$ cat src/rtl/omsp_spm_key_loader_pkg.sv
// Shared helpers for the SPM key loader and related SPM sequencers.
package omsp_spm_key_loader_pkg;

  localparam int unsigned KEY_WORD_W = 16;

  typedef logic [KEY_WORD_W-1:0] key_word_t;

  // Number of 16-bit words making up a key of the given bit width.
  function automatic int unsigned key_words(input int unsigned security);
    return security / KEY_WORD_W;
  endfunction

  // Bits needed to hold values 0..max_val (never less than one bit).
  function automatic int unsigned cnt_width(input int unsigned max_val);
    return (max_val < 2) ? 1 : $clog2(max_val + 1);
  endfunction

endpackage

$ cat src/rtl/omsp_spm_timeout.sv
// Loadable down-counter used as a cycle watchdog by SPM sequencers.
// clear reloads the counter; enable counts down towards zero and
// expired flags an enabled cycle with the counter already at zero.
module omsp_spm_timeout
  import omsp_spm_key_loader_pkg::*;
#(
  parameter int unsigned WIDTH = 8
) (
  input  logic             mclk,
  input  logic             puc_rst,
  input  logic             clear,
  input  logic             enable,
  input  logic [WIDTH-1:0] load_val,
  output logic             expired
);

  logic [WIDTH-1:0] cnt;

  // Reload on clear, otherwise count down while enabled and saturate at zero.
  always_ff @(posedge mclk or posedge puc_rst) begin
    if (puc_rst) begin
      cnt <= '0;
    end else if (clear) begin
      cnt <= load_val;
    end else if (enable && (cnt != '0)) begin
      cnt <= cnt - 1'b1;
    end
  end

  assign expired = enable & (cnt == '0);

endmodule

$ cat src/rtl/omsp_spm_key_loader.sv
// Installs a freshly derived module key into the SPM array: kicks the
// key-derivation unit, takes the key as a stream of 16-bit words and
// writes each word through the SPM key-write port. Reports done, or
// error on abort / derivation timeout.
module omsp_spm_key_loader
  import omsp_spm_key_loader_pkg::*;
#(
  parameter int unsigned SECURITY     = 64,
  parameter int unsigned KEY_IDX_SIZE = 2,
  parameter int unsigned TIMEOUT      = 255
) (
  input  logic                    mclk,
  input  logic                    puc_rst,
  input  logic                    start,
  input  logic                    abort,
  output logic                    kdf_start,
  input  logic [15:0]             kdf_word,
  input  logic                    kdf_valid,
  output logic                    kdf_ready,
  output logic                    write_key,
  output logic [15:0]             key_in,
  output logic [KEY_IDX_SIZE-1:0] key_idx,
  output logic                    busy,
  output logic                    done,
  output logic                    error
);

  localparam int unsigned N    = key_words(SECURITY);
  localparam int unsigned TO_W = cnt_width(TIMEOUT);

  localparam logic [KEY_IDX_SIZE-1:0] LAST_IDX = KEY_IDX_SIZE'(N - 1);
  // Counter starts at TIMEOUT-1 so expiry lands on the TIMEOUT-th WAIT cycle.
  localparam logic [TO_W-1:0]         TO_LOAD  = (TIMEOUT == 0) ? '0 : TO_W'(TIMEOUT - 1);
  localparam logic                    TO_EN    = (TIMEOUT != 0);

  typedef enum logic [2:0] {
    S_IDLE,
    S_KICK,
    S_WAIT,
    S_WRITE,
    S_DONE,
    S_ERR
  } state_t;

  state_t                  state;
  state_t                  state_nxt;
  logic [KEY_IDX_SIZE-1:0] word_cnt;
  logic                    handshake;
  logic                    to_expired;
  logic                    timer_expired;

  assign kdf_ready  = (state == S_WAIT) & ~abort;
  assign handshake  = kdf_valid & kdf_ready;
  assign to_expired = TO_EN & timer_expired;

  assign kdf_start  = (state == S_KICK);
  assign write_key  = (state == S_WRITE) & ~abort;
  assign busy       = (state != S_IDLE);
  assign done       = (state == S_DONE);
  assign error      = (state == S_ERR);

  // Wait-cycle watchdog: reloaded outside WAIT, counting only inside it.
  omsp_spm_timeout #(
    .WIDTH (TO_W)
  ) u_timeout (
    .mclk     (mclk),
    .puc_rst  (puc_rst),
    .clear    (state != S_WAIT),
    .enable   (state == S_WAIT),
    .load_val (TO_LOAD),
    .expired  (timer_expired)
  );

  // Next-state decode; abort dominates, then handshake, then timeout.
  always_comb begin
    state_nxt = state;
    unique case (state)
      S_IDLE:  if (start) state_nxt = S_KICK;
      S_KICK:  state_nxt = abort ? S_ERR : S_WAIT;
      S_WAIT: begin
        if (abort)           state_nxt = S_ERR;
        else if (kdf_valid)  state_nxt = S_WRITE;
        else if (to_expired) state_nxt = S_ERR;
      end
      S_WRITE: begin
        if (abort)                      state_nxt = S_ERR;
        else if (word_cnt == LAST_IDX)  state_nxt = S_DONE;
        else                            state_nxt = S_WAIT;
      end
      S_DONE:  state_nxt = S_IDLE;
      S_ERR:   state_nxt = S_IDLE;
      default: state_nxt = S_IDLE;
    endcase
  end

  // State register.
  always_ff @(posedge mclk or posedge puc_rst) begin
    if (puc_rst) state <= S_IDLE;
    else         state <= state_nxt;
  end

  // Word counter: cleared on start, advanced after each non-final write.
  always_ff @(posedge mclk or posedge puc_rst) begin
    if (puc_rst) begin
      word_cnt <= '0;
    end else if ((state == S_IDLE) && start) begin
      word_cnt <= '0;
    end else if ((state == S_WRITE) && !abort && (word_cnt != LAST_IDX)) begin
      word_cnt <= word_cnt + 1'b1;
    end
  end

  // Key-write data registers, loaded on each accepted derivation word.
  always_ff @(posedge mclk or posedge puc_rst) begin
    if (puc_rst) begin
      key_in  <= '0;
      key_idx <= '0;
    end else if (handshake) begin
      key_in  <= kdf_word;
      key_idx <= word_cnt;
    end
  end

endmodule

$ cat config.mk
export PLATFORM = sky130hd
export DESIGN_NAME = omsp_spm_key_loader
export DESIGN_NICKNAME = d
export VERILOG_FILES = /design/src/rtl/omsp_spm_key_loader_pkg.sv /design/src/rtl/omsp_spm_timeout.sv /design/src/rtl/omsp_spm_key_loader.sv
export SDC_FILE = /design/constraint.sdc
export NUM_CORES = 1
export LEC_CHECK = 0
export ABC_AREA = 1
export CORE_MARGIN = 10
export CORE_UTILIZATION = 35
export CTS_BUF_LIST = sky130_fd_sc_hd__clkbuf_16
export DETAILED_ROUTE_END_ITERATION = 8
export GPL_ROUTABILITY_DRIVEN = 0
export GPL_TIMING_DRIVEN = 0
export SETUP_SLACK_MARGIN = 0.15
export SLEW_MARGIN = 10
export SYNTH_ARGS = -nofsm -noshare
export SYNTH_HDL_FRONTEND = slang
export SYNTH_SLANG_ARGS = --single-unit
$ cat constraint.sdc
create_clock -name mclk -period 3.2 [get_ports mclk]
set_clock_uncertainty 0.05 [all_clocks]
set_input_delay 0.32 -clock mclk [delete_from_list [all_inputs] [get_ports mclk]]
set_output_delay 0.32 -clock mclk [all_outputs]
set_load 0.02 [all_outputs]
==> results of run 1 <==
==> sequential cells by signal, summed over array words and instances, names as in the netlist <==
register / cells
key_in: 16
u_timeout.cnt: 8
state: 3
key_idx: 2
word_cnt: 2
==> layer usage <==
metal	GRT usage, %	routed length (um)	vias up
met2	17.1	1630	35
met4	3.53	46	0
met1	12.4	1740	603
met3	5.91	359	6
met5	0	0	-
li1	-	-	701
==> placed cells by master (no fill, tap or decap), drive strengths merged <==
| cell | synthesis | layout |
|---|---|---|
| a21oi | 1 | 1 |
| buf | 5 | 5 |
| clkbuf | 0 | 5 |
| clkdlybuf4s50 | 0 | 44 |
| clkinv | 1 | 2 |
| dfrtp | 31 | 31 |
| ha | 3 | 3 |
| inv | 20 | 22 |
| nand2 | 57 | 57 |
| nand3 | 31 | 31 |
| nand3b | 1 | 1 |
| nand4 | 4 | 4 |
| nor2 | 18 | 18 |
| nor3 | 2 | 2 |
| o21ai | 10 | 10 |
| o21bai | 1 | 1 |
| or2 | 1 | 1 |
| xnor2 | 1 | 1 |
==> stage by stage <==
stage	hold slack [ns]	worst slack, ns
4_1_cts	0.421	1.06
5_1_grt	0.451	0.936
6_report	0.415	1.07
3_5_place_dp	0.407	1.13
3_3_place_gp	0.403	1.09
2_1_floorplan	0.374	1.81
==> worst paths after layout <==
kind | slack (ns) | start | to | cells after the start
max | 1.07 | state[2] | write_key | 4
min | 0.42 | puc_rst | u_timeout.cnt[6] | 2
max reg2reg | 1.78 | u_timeout.cnt[0] | state[1] | 7
min reg2reg | 0.42 | key_in[13] | key_in[13] | 2
max in group asynchronous | 2.26 | puc_rst | key_in[14] | 2
min in group mclk | 0.42 | key_in[13] | key_in[13] | 2
==> power groups by stage <==
stage | logic (mW) | registers, mW | clock network (mW)
3_3_place_gp | 0.901 | 0.639 | 0
2_1_floorplan | 0.364 | 0.776 | 0
3_5_place_dp | 0.905 | 0.640 | 0
6_report | 0.892 | 0.635 | 0.444
4_1_cts | 0.909 | 0.635 | 0.456
5_1_grt | 0.993 | 0.655 | 0.472
==> cells by family after synthesis <==
| logic type | after synthesis | synth area share [%] |
|---|---|---|
| AOI/OAI and AO/OA | 12 | 4.52 |
| xor gates and xnor gates | 1 | 0.565 |
| adders and majority gates | 3 | 2.42 |
| buffers and inverters | 26 | 8.39 |
| DFF | 31 | 50.0 |
| and+or+nand+nor | 114 | 34.1 |
==> worst max-delay path, delay by kind of cell (launching register included) <==
kind | cells | cell delay (ns)
and+or+nand+nor | 2 | 0.25
buffers and inverters | 2 | 0.80
DFF | 1 | 0.44
==> layout make-up <==
class	count	area share (%)
Timing Repair Buffer	44	20.1
Tap cell	52	2.96
Sequential cell	31	35.3
Inverter	21	3.82
Clock buffer	5	5.70
Multi-Input combinational cell	130	29.4
Buffer	5	2.11
Clock inverter	3	0.570
==> results.yml, run 1 <==
run_status:
  status: "complete, no violations"
timing:
  rsz0062_at_grt: "no"
  finalCritPeriodShare_pct: 66.6
  setup_violations: 0
  fin_crit_ns: 2.13
  slew_violations: 0
  slew_headroom_pct: 56.0
  hold_viol_final: 0
  tns_ns: 0
  fmax_ghz: 0.469
  worst_pin_slew_ns: 0.660
power:
  p_leak_nw: 1.07
  power.switching_uw: 751
  p_seq_share_pct: 32.2
  ir_worst_vdd_v: 0.000456
  p_sw_share_pct: 38.1
  power.total_mw: 1.97
  p_clk_share_pct: 22.5
  combPwrFrac_pct: 45.3
  intPower_mw: 1.22
  p_per_area_nw_per_um2: 898
route:
  antenna_left: 0
  drt_iter0_drc: 38
  via_count: 1345
  drt-total-wl_um: 3780
  vias_per_cell: 4.62
  post-route-drc-count: 0
  dr.pass1.iters: 4
  routedWlPerCell_um: 13.0
logic_synthesis:
  yosysWarnings: 0
  synth_flop_cell: "dfrtp_1"
  synthCells: 187
  yosysMostFrequentCell: "nand2_1"
  synth_enable_flop_cells: 0
  synth_nets: 211
  ys_seq_elements: 31
  netlist_area_um2: 1550
  syn_avg_cell_area_um2: 8.30
  ys_async_sr_fraction_pct: 100
  synth_top_cell_by_area: "dfrtp_1"
  synth_cell_types: 26
  synth-seq-area-share_pct: 50.0
  synth_top_area_share_pct: 50.0
  ys_top_cells_by_area: "dfrtp_1 (50%), nand2_1 (13%), nand3_1 (10%), inv_1 (4.4%), nor2_1 (3.6%)"
  synthTopCellsByCount: "nand2_1 (54), dfrtp_1 (31), nand3_1 (31)"
final_layout:
  num_antenna_cells: 0
  post-route-cell-area_um2: 2190
  synthToLayoutAreaGrowth_pct: 41.5
  multi_input_area_um2: 646
  fillCellCount: 458
  fin_cells: 291
  fin_nets: 262
  final_util_pct: 50.8
  register_area_um2: 776
  drive_above_1_share_pct: 9.62
floorplanning:
  fp-row-count: 24
  fp.dieW_um: 86.6
  die_area_um2: 7500
  die_h_um: 86.6
  initial_core_util_pct: 35.9
  io_pins: 45
  fp.coreArea_um2: 4320
worst_setup_path:
  worstSetupStartpointType: "flop"
  cp_slowest_stage_delay_ns: 0.62
  cp.arrival_ns: 1.76
  crit_type: "reg -> out"
  critPathSlowestCell: "clkdlybuf4s50_1"
  cp_cell_sequence: "inv_1 > nand3_1 > nor2_1 > clkdlybuf4s50_1"
  critPathRequiredTime_ns: 2.83
  endpoint_kind: "output pin"
  cp_max_fo: 7
cts:
  insertion_delay_ns: 0.27
  clock-root-buffer: "clkbuf_16"
  post_cts_buffers: 0
  cts_made_buffers: 5
  htree_levels: 2
  cts_tree: "done"
  cts_buffer_depth: 2
  clk_pin_slew_ns: 0.05
  cts.sinks: 31
  cts_hold_buffers: 0
  cts_resized: 0
global_route:
  track_usage_pct: 10.9
  grt_pass1_wl_um: 6620
  antenna_found_initial: 0
  grt_max_degree: 32
  grt_pass1_vias: 1426
  grt_overflow: 0
placement:
  place_hpwl_um: 2740
  post_dp_cell_area_um2: 2060
  place_inst: 283
  port_buffers: 44
worst_hold_path:
  hp-class: "in -> async"
flow_run:
  drv_cap: 0
Note: power is estimated with default switching activity, not from simulation.
==> run 2, diff against run 1 <==
==> constraint.sdc (replaced) <==
create_clock -name mclk -period 1.9 [get_ports mclk]
set_clock_uncertainty 0.05 [all_clocks]
set_input_delay 0.19 -clock mclk [delete_from_list [all_inputs] [get_ports mclk]]
set_output_delay 0.19 -clock mclk [all_outputs]
set_load 0.02 [all_outputs]
==> run 2 against run 1 <==
  * Global-route usage unchanged
  * Total power increased by 67%
  * Count of clock-buffer cells in the layout stayed put
  * Clock power grew 68%
  * Critical path type unchanged
  * Largest cell class unchanged
==> results.yml, run 2 (same netlist as run 1, synthesis figures left out) <==
global_route:
  track_usage_pct: 10.9
  grt_pass1_wl_um: 6620
  grt_pass1_vias: 1426
  grt_max_degree: 32
  grt_overflow: 0
  antenna_found_initial: 0
worst_setup_path:
  crit_cells: 4
  cp_cell_sequence: "inv_1 > nand3_1 > inv_1 > clkdlybuf4s15_1"
  rr_startpoint: "u_timeout.cnt[0]"
  r2r-end: "state[1]"
  reg2regPathDepth: 7
  cp.arrival_ns: 1.42
  worst-path-buf-inv: 3
  worstSetupStartpointType: "flop"
  critPathTopFamily: "buffers and inverters"
  crit_type: "reg -> out"
  critPathSlowestCell: "dfrtp_1"
  r2r_slack_ns: 0.48
  crit_top_cell: "inv_1"
  cp_max_fo: 7
  critPathRequiredTime_ns: 1.66
  cp_slowest_stage_delay_ns: 0.44
  endpoint_kind: "output pin"
cts:
  cts.sinks: 31
  cts_buffer_depth: 2
  cts_tree: "done"
  clk_pin_slew_ns: 0.05
  cts_hold_buffers: 0
  htree_levels: 2
  insertion_delay_ns: 0.27
  post_cts_buffers: 0
  clock-root-buffer: "clkbuf_16"
  cts_made_buffers: 5
timing:
  rsz0062_at_grt: "no"
  slew_headroom_pct: 56.0
  fin_crit_ns: 1.66
  fmax_ghz: 0.601
  hold_viol_final: 0
  tns_ns: 0
  layout_setup_ws_ns: 0.237
  slew_violations: 0
  setup_violations: 0
  worst_pin_slew_ns: 0.660
  finalCritPeriodShare_pct: 87.5
final_layout:
  num_antenna_cells: 0
  fin_nets: 262
  largest_reg_flops: 16
  final_cell_mix: "nand2_1 (54), clkdlybuf4s50_1 (38), nand3_1 (31), dfrtp_1 (31), inv_1 (19)"
  top_register: "key_in"
  fin_cells: 291
  drive_above_1_share_pct: 10.5
  final_common_cell: "nand2_1"
  synthToLayoutAreaGrowth_pct: 40.6
  top_regs: "key_in x16, u_timeout.cnt x8, state x3"
route:
  vias_per_cell: 4.62
  antenna_left: 0
  post-route-drc-count: 0
  via_count: 1344
  drt_iter0_drc: 38
  drt-total-wl_um: 3770
  routedWlPerCell_um: 13.0
  dr.pass1.iters: 4
flow_run:
  drv_cap: 0
power:
  p_leak_nw: 1.08
  p_per_area_nw_per_um2: 1510
  ir_worst_vdd_v: 0.000768
floorplanning:
  initial_core_util_pct: 35.9
  fp-row-count: 24
  fp.dieW_um: 86.6
  fp.coreArea_um2: 4320
  die_h_um: 86.6
  die_area_um2: 7500
  io_pins: 45
placement:
  place_inst: 283
  place_hpwl_um: 2740
  port_buffers: 44
  preCtsSetupSlack_ns: 0.0914
run_status:
  status: "complete, no violations"
worst_hold_path:
  hp-class: "in -> async"
## run 2: final cells by class
cell class	instances	area, um^2
fillers	460	2140
flip-flops and latches	31	776
clock buffers	5	125
clock inverters	3	12.5
inverters	21	83.8
plain buffers	5	46.3
well taps	52	65.1
multi-input cells	130	646
repair buffers	44	427
## run 2: how the worst max path moves through the flow
stage | to | start | slack (ns)
CTS | write_key | state[2] | 0.17
finish | kdf_start | state[2] | 0.24
global route | kdf_start | state[2] | 0.15
detailed placement | kdf_ready | abort | 0.09
global placement | kdf_ready | abort | 0.05
floorplan | state[0] | state[2] | 0.63
## run 2: worst register-to-register path, stage by stage (launching register included)
cell	delay (ns)
dfrtp_1	0.36
inv_1	0.16
ha_1	0.18
nand2_1	0.07
nor2_2	0.22
inv_1	0.12
nand3_1	0.08
nand3_1	0.08
## run 2: where the power goes
group          internal, mW  switching (mW)
registers             0.915           0.154
logic                 0.633           0.834
clock network         0.472           0.275
total                  2.02            1.26
## run 2: stage by stage
step	total power [mW]	area [um^2]	utilization (%)	hold slack [ns]
after global routing	3.54	2180	50.4	0.349
final	3.28	2180	50.4	0.287
after detailed placement	2.60	2060	47.6	0.407
after global placement	2.59	2060	47.6	0.403
after floorplan	1.92	1550	-	0.244
after CTS	3.33	2190	50.6	0.325
## run 2: timing repair
item,4_1_cts,5_1_grt
gates cloned,0,0
gates resized for setup,6,5
setup endpoints to repair,6,3
## run 2: routing by layer
layer	GRT usage, %	wire (um)	part of all wire (%)
met1	12.4	1740	46
met5	0	0	0
met3	5.91	354	9.4
met2	17.1	1630	43
met4	3.53	46	1.2
==> run 3, diff against run 2 <==
--- a/config.mk
+++ b/config.mk
@@ -12,6 +12,7 @@
 export DETAILED_ROUTE_END_ITERATION = 8
 export GPL_ROUTABILITY_DRIVEN = 0
 export GPL_TIMING_DRIVEN = 0
+export HOLD_SLACK_MARGIN = 0.12
 export SETUP_SLACK_MARGIN = 0.15
 export SLEW_MARGIN = 10
 export SYNTH_ARGS = -nofsm -noshare
==> results of run 3 <==
Same layout as run 2: the final DEF is identical, and so are final timing and power.
